**config.mk**
```make
export PLATFORM = sky130hd
export DESIGN_NAME = flow_ctrl_fsm_flat
export DESIGN_NICKNAME = d
export VERILOG_FILES = /design/src/rtl/flow_ctrl_fsm_if.sv /design/src/rtl/flow_ctrl_fsm.sv /design/src/flat_wrapper.sv
export SDC_FILE = /design/constraint.sdc
export NUM_CORES = 1
export LEC_CHECK = 0
export ABC_CLOCK_PERIOD_IN_PS = 2800
export BUFFER_PORTS_ARGS = -buffer_cell sky130_fd_sc_hd__buf_2
export CAP_MARGIN = 20
export CORE_MARGIN = 2
export CORE_UTILIZATION = 30
export CTS_CLUSTER_DIAMETER = 120
export DETAILED_ROUTE_END_ITERATION = 7
export GPL_ROUTABILITY_DRIVEN = 0
export PLACE_DENSITY = 0.5
export SLEW_MARGIN = 20
export SYNTH_ARGS = -nofsm -noshare
export SYNTH_HDL_FRONTEND = slang
export SYNTH_SLANG_ARGS = --single-unit
```
**constraint.sdc**
```tcl
create_clock -name clk -period 2.8 [get_ports clk]
set_input_delay 0.56 -clock clk [delete_from_list [all_inputs] [get_ports clk]]
set_output_delay 0.56 -clock clk [all_outputs]
set_load 0.01 [all_outputs]
```
**src/rtl/flow_ctrl_fsm_if.sv**
```systemverilog
// Signal bundle between the FIFO bank environment (master) and the flow-control supervisor (slave).
// Optional FLOW_CTRL_CH_MASK_EN adds the ch_mask configuration input.
interface flow_ctrl_fsm_if #(
  parameter int NUM_CH = 8,
  parameter int TH_W   = 3
);
  // No valid/ready pairs here: every input is a level sampled on each rising edge,
  // and every output is a registered level that is valid on every cycle.
  logic              init;
  logic [TH_W-1:0]   th_low_in;
  logic [TH_W-1:0]   th_high_in;
  logic [NUM_CH-1:0] fifo_empty;
  logic [NUM_CH-1:0] fifo_err;
  logic              err_clear;
`ifdef FLOW_CTRL_CH_MASK_EN
  logic [NUM_CH-1:0] ch_mask;
`endif

  logic [2:0]        state;
  logic              idle;
  logic              active;
  logic              err;
  logic              cfg_err;
  logic [TH_W-1:0]   th_low;
  logic [TH_W-1:0]   th_high;
  logic [NUM_CH-1:0] err_ch;

  modport master (
`ifdef FLOW_CTRL_CH_MASK_EN
    output ch_mask,
`endif
    output init, th_low_in, th_high_in, fifo_empty, fifo_err, err_clear,
    input  state, idle, active, err, cfg_err, th_low, th_high, err_ch
  );

  modport slave (
`ifdef FLOW_CTRL_CH_MASK_EN
    input  ch_mask,
`endif
    input  init, th_low_in, th_high_in, fifo_empty, fifo_err, err_clear,
    output state, idle, active, err, cfg_err, th_low, th_high, err_ch
  );
endinterface

```
**src/rtl/flow_ctrl_fsm.sv**
```systemverilog
// Flow-control supervisor: captures/validates thresholds, tracks FIFO occupancy, latches FIFO errors.
// Optional FLOW_CTRL_CH_MASK_EN: per-channel mask committed with the thresholds.
module flow_ctrl_fsm #(
  parameter int NUM_CH   = 8,
  parameter int TH_W     = 3,
  parameter int IDLE_DLY = 2
) (
  input logic           clk,
  input logic           reset,
  flow_ctrl_fsm_if.slave bus
);
  localparam int               CNT_W    = $clog2(IDLE_DLY + 1);
  localparam logic [CNT_W-1:0] CNT_LAST = CNT_W'(IDLE_DLY - 1);

  typedef enum logic [2:0] {
    ST_RESET  = 3'd0,
    ST_INIT   = 3'd1,
    ST_IDLE   = 3'd2,
    ST_ACTIVE = 3'd3,
    ST_ERROR  = 3'd4
  } state_t;

  state_t            state_q;
  logic              idle_q, active_q, err_q, cfg_err_q;
  logic [TH_W-1:0]   sh_low, sh_high, th_low_q, th_high_q;
  logic [NUM_CH-1:0] err_ch_q;
  logic [CNT_W-1:0]  cnt;
  logic [NUM_CH-1:0] eff_empty, eff_err;
  logic              all_empty, any_err;

`ifdef FLOW_CTRL_CH_MASK_EN
  logic [NUM_CH-1:0] sh_mask, mask_q;
  // Masked channels look permanently empty and never report errors.
  assign eff_empty = bus.fifo_empty | mask_q;
  assign eff_err   = bus.fifo_err & ~mask_q;
`else
  assign eff_empty = bus.fifo_empty;
  assign eff_err   = bus.fifo_err;
`endif

  assign all_empty = &eff_empty;
  assign any_err   = |eff_err;

  // The idle/active/err flags are written on every transition together with the
  // state register, so they always describe the state being entered.
  always_ff @(posedge clk) begin
    if (reset) begin
      state_q   <= ST_RESET;
      idle_q    <= 1'b0;
      active_q  <= 1'b0;
      err_q     <= 1'b0;
      cfg_err_q <= 1'b0;
      sh_low    <= '0;
      sh_high   <= '0;
      th_low_q  <= '0;
      th_high_q <= '0;
      err_ch_q  <= '0;
      cnt       <= '0;
`ifdef FLOW_CTRL_CH_MASK_EN
      sh_mask   <= '0;
      mask_q    <= '0;
`endif
    end else begin
      idle_q   <= 1'b0;
      active_q <= 1'b0;
      err_q    <= 1'b0;
      case (state_q)
        ST_RESET: begin
          state_q <= ST_INIT;
          cnt     <= '0;
        end
        ST_INIT: begin
          cnt <= '0;
          if (bus.init) begin
            sh_low  <= bus.th_low_in;
            sh_high <= bus.th_high_in;
`ifdef FLOW_CTRL_CH_MASK_EN
            sh_mask <= bus.ch_mask;
`endif
          end else if (sh_low < sh_high) begin
            th_low_q  <= sh_low;
            th_high_q <= sh_high;
`ifdef FLOW_CTRL_CH_MASK_EN
            mask_q    <= sh_mask;
`endif
            cfg_err_q <= 1'b0;
            state_q   <= ST_IDLE;
            idle_q    <= 1'b1;
          end else begin
            cfg_err_q <= 1'b1;
          end
        end
        ST_IDLE: begin
          cnt <= '0;
          if (any_err) begin
            state_q  <= ST_ERROR;
            err_q    <= 1'b1;
            err_ch_q <= err_ch_q | eff_err;
          end else if (bus.init) begin
            state_q <= ST_INIT;
          end else if (!all_empty) begin
            state_q  <= ST_ACTIVE;
            active_q <= 1'b1;
          end else begin
            idle_q <= 1'b1;
          end
        end
        ST_ACTIVE: begin
          if (any_err) begin
            state_q  <= ST_ERROR;
            err_q    <= 1'b1;
            err_ch_q <= err_ch_q | eff_err;
            cnt      <= '0;
          end else if (bus.init) begin
            state_q <= ST_INIT;
            cnt     <= '0;
          end else if (all_empty) begin
            // Hysteresis: leave only on the IDLE_DLY-th consecutive all-empty cycle.
            if (cnt >= CNT_LAST) begin
              state_q <= ST_IDLE;
              idle_q  <= 1'b1;
              cnt     <= '0;
            end else begin
              cnt      <= cnt + 1'b1;
              active_q <= 1'b1;
            end
          end else begin
            cnt      <= '0;
            active_q <= 1'b1;
          end
        end
        ST_ERROR: begin
          cnt <= '0;
          if (bus.err_clear) begin
            state_q  <= ST_IDLE;
            idle_q   <= 1'b1;
            err_ch_q <= '0;
          end else begin
            err_q    <= 1'b1;
            err_ch_q <= err_ch_q | eff_err;
          end
        end
        default: begin
          state_q <= ST_RESET;
          cnt     <= '0;
        end
      endcase
    end
  end

  assign bus.state   = state_q;
  assign bus.idle    = idle_q;
  assign bus.active  = active_q;
  assign bus.err     = err_q;
  assign bus.cfg_err = cfg_err_q;
  assign bus.th_low  = th_low_q;
  assign bus.th_high = th_high_q;
  assign bus.err_ch  = err_ch_q;
endmodule

```
**src/flat_wrapper.sv**
```systemverilog
// flat-port wrapper written by rule: the top's interface ports become plain ports
module flow_ctrl_fsm_flat 
#(
  parameter int NUM_CH   = 8,
  parameter int TH_W     = 3,
  parameter int IDLE_DLY = 2
)
  (clk, reset, bus_init, bus_th_low_in, bus_th_high_in, bus_fifo_empty, bus_fifo_err, bus_err_clear, bus_state, bus_idle, bus_active, bus_err, bus_cfg_err, bus_th_low, bus_th_high, bus_err_ch);
  flow_ctrl_fsm_if #(.NUM_CH(NUM_CH), .TH_W(TH_W)) bus_i ();
  input logic clk;
  input logic reset;
  input wire logic [$bits(bus_i.init)-1:0] bus_init;
  input wire logic [$bits(bus_i.th_low_in)-1:0] bus_th_low_in;
  input wire logic [$bits(bus_i.th_high_in)-1:0] bus_th_high_in;
  input wire logic [$bits(bus_i.fifo_empty)-1:0] bus_fifo_empty;
  input wire logic [$bits(bus_i.fifo_err)-1:0] bus_fifo_err;
  input wire logic [$bits(bus_i.err_clear)-1:0] bus_err_clear;
  output wire logic [$bits(bus_i.state)-1:0] bus_state;
  output wire logic [$bits(bus_i.idle)-1:0] bus_idle;
  output wire logic [$bits(bus_i.active)-1:0] bus_active;
  output wire logic [$bits(bus_i.err)-1:0] bus_err;
  output wire logic [$bits(bus_i.cfg_err)-1:0] bus_cfg_err;
  output wire logic [$bits(bus_i.th_low)-1:0] bus_th_low;
  output wire logic [$bits(bus_i.th_high)-1:0] bus_th_high;
  output wire logic [$bits(bus_i.err_ch)-1:0] bus_err_ch;
  assign bus_i.init = bus_init;
  assign bus_i.th_low_in = bus_th_low_in;
  assign bus_i.th_high_in = bus_th_high_in;
  assign bus_i.fifo_empty = bus_fifo_empty;
  assign bus_i.fifo_err = bus_fifo_err;
  assign bus_i.err_clear = bus_err_clear;
  assign bus_state = bus_i.state;
  assign bus_idle = bus_i.idle;
  assign bus_active = bus_i.active;
  assign bus_err = bus_i.err;
  assign bus_cfg_err = bus_i.cfg_err;
  assign bus_th_low = bus_i.th_low;
  assign bus_th_high = bus_i.th_high;
  assign bus_err_ch = bus_i.err_ch;
  flow_ctrl_fsm #(.NUM_CH(NUM_CH), .TH_W(TH_W), .IDLE_DLY(IDLE_DLY)) u_core (.clk(clk), .reset(reset), .bus(bus_i));
endmodule
```
==> summary.md, run 1 <==
| Metric | Value |
|---|---|
| Worst-case vdd ir drop | `258.6 uV` |
| PwrDens | `788.1 nW/um^2` |
| Die area | `4805 um^2` |
| RSZ-0062 raised after global routing | `false` |
| Post-CTS Setup Bufs | `0` |
| Clock Skew | `roughly 8.1 ps` |
| Most used DFF post-synth | `dfxtp_1` |
| Hold WC Path Type | `flop to flop` |
| Vias in the first global route | `1111` |
| Total global-route track usage | `0.1278` |
| Max cap viols | `0` |
| Outcome | `completed` |
| Post-Place Cells | `231` |
| Hpwl dp | `2240 um` |
| Launch point of the worst reg-to-reg path | `u_core.sh_high[2]` |
| Yosys top cell by area | `dfxtp_1` |
| Register area share after synthesis | `0.4536` |
| Mapped cell area | `1280 um^2` |
| DRC errors left | `0` |
| WP data required | `2960 ps` |
| Port Buffers | `46` |
| Post-Syn Nets | `169` |
| Fin crit share | `0.6315` |
| Clock transition at the registers of the reported paths | `approximately 60 ps` |
| Final wirelength | `2877 um` |
| FF-to-FF setup slack | `1030 ps` |
| Largest net degree at the start of global routing | `21` |
| Synth top area cells | `dfxtp_1 45%, mux2i_1 7.8%, a21oi_1 6.3%, nor2_1 5.6%, inv_1 4.4%` |
| FF-to-FF End | `u_core.bus.th_high[0]` |
| DR WL/cell | `12.04 um` |
| DIE WIDTH | `69.32 um` |
| HP Start | `u_core.cnt[0]` |
| Clock Latency Late Sink | `~280 ps` |
| Layout area overhead | `28.35%` |
| FMAX | `565.5 MHz` |
| CTS Sinks | `29` |
| WHS Endpoint | `u_core.cnt[0]` |
| Final min period | `1768 ps` |
| Worst Path Arrival | `about 1900 ps` |
| Final nets | `217` |
| N_diodes | `0` |
| Hold buffers post-CTS | `0` |
| Yosys warnings | `0` |
| CTS tree | `yes` |
| Post-synth top area share | `0.4536` |
| Synth top cells by count | `29 x dfxtp_1, 19 x nor2_1, 16 x a21oi_1` |
| TritonCTS buffer count | `5` |
| Final Non-Filler Cells | `239` |
| Fraction of registers with async set/reset | `0` |
| Flops & latches, synth | `29` |
| Post-Synthesis Cells | `140` |
| CTS Buffer Depth | `2` |
| Number of flops mapped to enable cells by yosys | `0` |
| ANT nets after route | `0` |
| WHS Path Cells | `1` |
| R2R cell count | `6` |
| Startpoint types | `flop` |
| First-pass GRT wire length | `approximately 5000 um` |
| First-pass DRT Iterations | `4` |
| Max Transition Viols Final | `0` |
| Relative slew slack | `0.5982` |
| Initial antenna violation count | `0` |
| DR vias | `1134` |
| Final TNS setup | `0 ps` |
| Std cell rows | `23` |
| DR vias/cell | `4.745` |
| Die H | `69.32 um` |
| Setup CP Type | `flop to flop` |
| Synth cell types | `32` |
| Initial drt markers | `38` |
| Final setup violating endpoints | `0` |
| PostCTS Resize Cnt | `0` |
| Layout cells sized above 1 | `0.3386` |
| Cell with the most instances after synthesis | `dfxtp_1` |
| Core Footprint | `a little over 4000 um^2` |
| H-tree lvl count | `2` |
| CTS root buffer | `clkbuf_8` |
| Avg Cell Area, Syn | `roughly 9.1 um^2` |
| Grt ovf | `0` |
| Initial core utilization | `0.3154` |
| Leakage | `0.7545 nW` |
| Crit-path max FO | `8` |
| Critical Path End Type | `flop` |
| IO Pins | `47` |
| Final Hold Viols | `0` |
| Worst slew pin tran | `594.3 ps` |
## worst max path at each step
stage	startpoint	to	cells after the start
after floorplan	bus_fifo_err[3]	u_core.cnt[0]	4
after CTS	u_core.sh_high[2]	u_core.bus.th_high[0]	6
after global placement	bus_fifo_err[7]	u_core.cnt[1]	5
after detailed placement	bus_fifo_err[3]	u_core.cnt[0]	5
final	u_core.sh_high[2]	u_core.bus.th_high[0]	6
after global routing	u_core.sh_high[2]	u_core.bus.th_high[0]	6
## layout make-up
| class | instances | area (um^2) |
|---|---|---|
| Fill cell | 436 | 2415 |
| Multi-Input combinational cell | 91 | 611.8 |
| Sequential cell | 29 | 580.6 |
| Timing Repair Buffer | 46 | 230.2 |
| Clock buffer | 7 | 96.34 |
| Tap cell | 50 | 62.56 |
| Inverter | 15 | 56.30 |
| Clock inverter | 1 | 5.005 |
## power by group
part	switching [mW]	total, mW	internal (mW)	leakage (nW)
Clock	0.151	0.373	0.222	0.0542
Combinational	0.210	0.372	0.163	0.465
Sequential	0.0655	0.549	0.484	0.236
## logic make-up (layout without fill, tap and decap cells)
logic type | count (synthesis) | after routing | synth area share
flops | 29 | 29 | 0.4536
simple gates | 44 | 44 | 0.2141
fa+ha+maj | 3 | 3 | 0.02933
mux | 10 | 10 | 0.07820
buf+inv | 20 | 69 | 0.06842
compound gates | 34 | 34 | 0.1564
## worst max-delay path: stages (launching register included)
cell and delay [ps]:
dfxtp_1 330, inv_1 60, ha_1 300, a211oi_1 330, o211ai_2 330, mux2i_1 250, nor2_1 50
## placed cells by master (no fill, tap or decap), drive strengths merged, types with 3 or more instances in the layout
| master | netlist | final |
|---|---|---|
| nand2 | 6 | 6 |
| clkbuf | 2 | 7 |
| nor4 | 4 | 4 |
| inv | 15 | 15 |
| a21oi | 16 | 16 |
| mux2i | 10 | 10 |
| nor3b | 3 | 3 |
| nor2 | 19 | 19 |
| ha | 3 | 3 |
| dfxtp | 29 | 29 |
| buf | 3 | 46 |
| o21ai | 10 | 10 |
## metrics by stage
stage | util | hold WS (ps) | power [mW] | cell area [um^2] | worst slack (ps)
after floorplan | - | 389.3 | 0.8219 | 1280 | 1112
after global placement | 0.3799 | 400.1 | 0.9217 | 1541 | 904.7
after detailed placement | 0.3799 | 402.0 | 0.9341 | 1541 | 869.7
after CTS | 0.4049 | 416.4 | 1.309 | 1643 | 1007
after global routing | 0.4049 | 451.7 | 1.384 | 1643 | 839.6
final | 0.4049 | 416.7 | 1.295 | 1643 | 1032
## registers in the layout, indices dropped and copies added (netlist names)
register,count
u_core.bus.err_ch,8
u_core.bus.err,1
u_core.cnt,2
u_core.bus.idle,1
u_core.sh_high,3
u_core.bus.state,3
u_core.sh_low,3
u_core.bus.active,1
u_core.bus.cfg_err,1
u_core.bus.th_high,3
u_core.bus.th_low,3
## per-layer routing
layer / GRT usage / vias up / wire, um
met5: 0 / - / 0
li1: - / 582 / -
met1: 0.1456 / 508 / 1268
met4: 0.06536 / 0 / 54
met3: 0.04360 / 7 / 202
met2: 0.2115 / 37 / 1352
Power figures use the tool's default switching activity.
==> run 2: changes to the inputs <==
Settings changed: ABC_CLOCK_PERIOD_IN_PS 2800 to 1700.
Clock period 2.8 ns to 1.7 ns, I/O delays scaled along.
==> summary.md, run 2 (synthesis gave the netlist of run 1 again) <==
| Metric | Value |
|---|---|
| Outcome | `completed` |
| DR WL/cell | `12.05 um (+0.13%)` |
| Final wirelength | `2941 um (+2.2%)` |
| Worst Path Arrival | `1810 ps (-110 ps)` |
| Pre-CTS setup slack | `-80.81 ps (-950.5 ps)` |
| Clock Skew | `5.406 ps (-2.691 ps)` |
| Std cell rows | `23 (unchanged)` |
| Cell chain of the critical path | `nor3b_2 > nand3_2 > or4_4 > nor2_1` |
| Hold WC Path Type | `primary input to flop` |
| CTS Buffer Depth | `2 (unchanged)` |
| Clock transition at the registers of the reported paths | `60 ps (about the same)` |
| CTS root buffer | `clkbuf_8` |
| Worst slew pin tran | `659.2 ps (+64.95 ps)` |
| FF-to-FF setup slack | `110 ps (-930 ps)` |
| Initial drt markers | `44 (+16%)` |
| Die area | `4805 um^2 (unchanged)` |
| Layout area overhead | `34.60%` |
| Largest stage delay, worst path | `540 ps (+210 ps)` |
| PwrDens | `1340 nW/um^2 (+70%)` |
| N_diodes | `0 (unchanged)` |
| Core Footprint | `4058 um^2 (unchanged)` |
| Leakage | `0.7828 nW (+3.8%)` |
| DR vias/cell | `4.738 (-0.15%)` |
| Die H | `69.32 um (unchanged)` |
| Largest net degree at the start of global routing | `21 (unchanged)` |
| RSZ-0062 raised after global routing | `false` |
| Fin crit share | `0.9380 (+0.3065)` |
| Total global-route track usage | `0.1255 (-0.002284)` |
| ANT nets after route | `0 (unchanged)` |
| Final min period | `1595 ps (-173.5 ps)` |
| Grt ovf | `0 (unchanged)` |
| DRC errors left | `0 (unchanged)` |
| IO Pins | `47 (unchanged)` |
| Layout cells sized above 1 | `0.3660 (+0.02736)` |
| Initial core utilization | `0.3154 (unchanged)` |
| Initial antenna violation count | `0 (unchanged)` |
| First-pass DRT Iterations | `4 (unchanged)` |
| TritonCTS buffer count | `5 (unchanged)` |
| Slowest CP cell | `or4_4` |
| Clock Latency Late Sink | `270 ps (about the same)` |
| Critical Path End Type | `flop` |
| Setup CP Type | `flop to flop` |
| Hpwl dp | `2243 um (+0.11%)` |
| Max reg flops | `8 (unchanged)` |
| First-pass GRT wire length | `4823 um (-3.6%)` |
| CTS Sinks | `29 (unchanged)` |
| Max Transition Viols Final | `0 (unchanged)` |
| Crit-path max FO | `9 (+1)` |
| Max cap viols | `0 (unchanged)` |
| DIE WIDTH | `69.32 um (unchanged)` |
| Final Hold Viols | `0 (unchanged)` |
| Setup ws final | `105.3 ps (-926.5 ps)` |
| Vias in the first global route | `1089 (-2.0%)` |
| FMAX | `627.1 MHz (+11%)` |
| Relative slew slack | `0.5543 (-0.04391)` |
| Final TNS setup | `0 ps (unchanged)` |
| Startpoint types | `flop` |
| CTS tree | `yes` |
| Final nets | `222 (+2.3%)` |
| H-tree lvl count | `2 (unchanged)` |
| Worst-case vdd ir drop | `574.4 uV (+120%)` |
| Port Buffers | `46 (unchanged)` |
| Hold buffers post-CTS | `0 (unchanged)` |
| Highest-count cells in the layout ignoring fill and taps | `46 x buf_2, 29 x dfxtp_1, 19 x nor2_1` |
| Final setup violating endpoints | `0 (unchanged)` |
| Most common cell after layout, fill and taps aside | `buf_2` |
| WP data required | `1910 ps (-1050 ps)` |
| DR vias | `1156 (+1.9%)` |
==> run 2: final timing paths <==
check / cells after the start / startpoint / to
hold reg to reg: 1 / u_core.cnt[0] / u_core.cnt[0]
setup / recovery: 4 / u_core.bus.state[1] / u_core.cnt[0]
setup reg to reg: 4 / u_core.bus.state[1] / u_core.cnt[0]
hold / removal: 3 / bus_th_high_in[2] / u_core.sh_high[2]
==> run 2: routing by layer <==
metal	GRT usage	vias up	wire length (um)
met3	0.04797	5	206
li1	-	588	-
met1	0.1493	522	1353
met2	0.1987	41	1336
met4	0.05882	0	44
met5	0	-	0
==> run 2: critical path, delay by kind of cell (launching register included) <==
family	cells	cell delay, ps
and+or+nand+nor	4	1010
DFF	1	530
==> run 2: layout make-up <==
| cell class | count | area, um^2 |
|---|---|---|
| multi-input combinational | 91 | 639.4 |
| timing repair buffer | 51 | 267.8 |
| fill | 417 | 2335 |
| clock inverter | 1 | 30.03 |
| clock buffer | 7 | 86.33 |
| inverter | 15 | 56.30 |
| tap | 50 | 62.56 |
| sequential | 29 | 580.6 |
==> run 2: stage by stage <==
| step | hold slack (ps) | std cells | power, mW | area, um^2 | util |
|---|---|---|---|---|---|
| after CTS | 285.8 | 244 | 2.301 | 1695 | 0.4178 |
| after detailed placement | 405.4 | 234 | 1.562 | 1564 | 0.3854 |
| after global routing | 304.9 | 244 | 2.472 | 1723 | 0.4246 |
| final | 300.7 | 244 | 2.309 | 1723 | 0.4246 |
| after global placement | 398.2 | 234 | 1.541 | 1564 | 0.3854 |
| after floorplan | 389.3 | 140 | 1.354 | 1280 | - |
==> run 2: repair_timing <==
action,4_1_cts,5_1_grt
buffers inserted,2,0
setup endpoints to repair,6,14
pin swaps,0,1
gates resized for setup,0,4
==> run 2: power breakdown <==
group	total, mW	leakage (nW)	internal, mW	switching (mW)
clock	0.717	0.0585	0.477	0.241
combinational	0.690	0.489	0.318	0.372
sequential	0.901	0.236	0.797	0.104
total	2.31	0.783	1.59	0.716
==> run 3: changes to the inputs <==
Settings changed: RECOVER_POWER set to 25.
==> summary.md, run 3 (synthesis gave the netlist of run 1 again) <==
| Metric | Value |
|---|---|
| Worst-case vdd ir drop | `573.4 uV (-0.17%)` |
| Final Hold Viols | `0 (unchanged)` |
| Hold_ws | `300.6 ps (-0.04800 ps)` |
| CTS root buffer | `clkbuf_8` |
| Grt ovf | `0 (unchanged)` |
| Final min period | `1606 ps (+11.04 ps)` |
| Relative slew slack | `0.5919 (+0.03760)` |
| CTS Sinks | `29 (unchanged)` |
| RSZ-0062 raised after global routing | `false` |
| Layout area overhead | `33.43%` |
| Std cell rows | `23 (unchanged)` |
| FMAX | `622.8 MHz (-0.69%)` |
| Final core occ | `0.4209 (-0.003700)` |
| Critical Path End Type | `flop` |
| Clock transition at the registers of the reported paths | `60 ps (about the same)` |
| Worst slew pin tran | `603.6 ps (-55.61 ps)` |
| Final setup violating endpoints | `0 (unchanged)` |
| Hold WC Path Type | `primary input to flop` |
| Final wirelength | `2960 um (+0.65%)` |
| PwrDens | `1346 nW/um^2 (+0.41%)` |
| Core Footprint | `4058 um^2 (unchanged)` |
| First-pass DRT Iterations | `4 (unchanged)` |
| Die H | `69.32 um (unchanged)` |
| Setup CP Type | `flop to flop` |
| Port Buffers | `46 (unchanged)` |
| TritonCTS buffer count | `5 (unchanged)` |
| WP data required | `1910 ps (about the same)` |
| Clock Latency Late Sink | `270 ps (about the same)` |
| Startpoint types | `flop` |
| First-pass GRT wire length | `4823 um (unchanged)` |
| Worst Path Arrival | `1820 ps (about the same)` |
| Initial antenna violation count | `0 (unchanged)` |
| CTS Buffer Depth | `2 (unchanged)` |
| # fillers | `420 (+0.72%)` |
| ANT nets after route | `0 (unchanged)` |
| Clock Skew | `5.406 ps (-0.0002200 ps)` |
| Initial core utilization | `0.3154 (unchanged)` |
| DR vias | `1151 (-0.43%)` |
| IO Pins | `47 (unchanged)` |
| DR vias/cell | `4.717 (-0.43%)` |
| Largest net degree at the start of global routing | `21 (unchanged)` |
| DIE WIDTH | `69.32 um (unchanged)` |
| CTS tree | `yes` |
| Die area | `4805 um^2 (unchanged)` |
| Max reg flops | `8 (unchanged)` |
| Max Transition Viols Final | `0 (unchanged)` |
| Final nets | `222 (unchanged)` |
| Fin crit share | `0.9445 (+0.006497)` |
| Most common cell after layout, fill and taps aside | `buf_2` |
| Total chip power | `2.298 mW (-0.47%)` |
| DRC errors left | `0 (unchanged)` |
| H-tree lvl count | `2 (unchanged)` |
| Layout cells sized above 1 | `0.3041 (-0.06186)` |
| Highest-count cells in the layout ignoring fill and taps | `34 x buf_2, 29 x dfxtp_1, 19 x nor2_1` |
| Initial drt markers | `44 (unchanged)` |
| Crit-path max FO | `9 (unchanged)` |
| Total global-route track usage | `0.1255 (unchanged)` |
| Outcome | `completed` |
| Hold buffers post-CTS | `0 (unchanged)` |
| Hpwl dp | `2243 um (unchanged)` |
| DR WL/cell | `12.13 um (+0.65%)` |
| N_diodes | `0 (unchanged)` |
| Vias in the first global route | `1089 (unchanged)` |
| Max cap viols | `0 (unchanged)` |
| Leakage | `0.7317 nW (-6.5%)` |
==> run 3: worst paths after layout <==
| kind | end | slack, ps | from | depth (start not counted) |
|---|---|---|---|---|
| max | u_core.cnt[0] | 90 | u_core.bus.state[1] | 4 |
| min | u_core.sh_high[2] | 300 | bus_th_high_in[2] | 3 |
| max reg2reg | u_core.cnt[0] | 90 | u_core.bus.state[1] | 4 |
| min reg2reg | u_core.cnt[0] | 410 | u_core.cnt[0] | 1 |
==> run 3: repair_timing <==
item	4_1_cts	5_1_grt
pin swaps	0	1
setup endpoints to repair	6	14
buffers inserted	2	0
gates resized for setup	0	4
hold endpoints to repair	0	0
==> run 3: stage by stage <==
stage                     setup TNS [ps]  instances  setup slack [ps]  area, um^2
after floorplan                        0        140             137.9        1280
after global placement            -91.50        234            -21.78        1564
after detailed placement          -430.2        234            -80.81        1564
after CTS                              0        244             31.76        1695
after global routing                   0        244             16.94        1708
final                                  0        244             94.28        1708
==> run 3: layout make-up <==
cell class,count,area [um^2],area share
inverters,15,56.30,0.03297
flip-flops and latches,29,580.6,0.3399
repair buffers,51,252.7,0.1480
clock inverters,1,30.03,0.01758
multi-input cells,91,639.4,0.3744
well taps,50,62.56,0.03663
clock buffers,7,86.33,0.05055
==> run 3: critical path, cell delays in order, from the launching register on <==
cell and delay [ps]:
dfxtp_1 530, nor3b_2 260, nand3_2 110, or4_4 540
nor2_1 100
==> run 3: per-layer routing <==
metal	wire length [um]	global-route usage	share of wire	vias to the layer above
li1	-	-	-	586
met1	1370	0.1493	0.46	519
met2	1341	0.1987	0.45	41
met3	204	0.04797	0.069	5
met4	44	0.05882	0.015	0
met5	0	0	0	-
==> run 3: where the power goes <==
| group | leakage (nW) | internal [mW] | switching [mW] |
|---|---|---|---|
| logic | 0.438 | 0.305 | 0.373 |
| clock network | 0.0585 | 0.477 | 0.240 |
| registers | 0.236 | 0.797 | 0.106 |
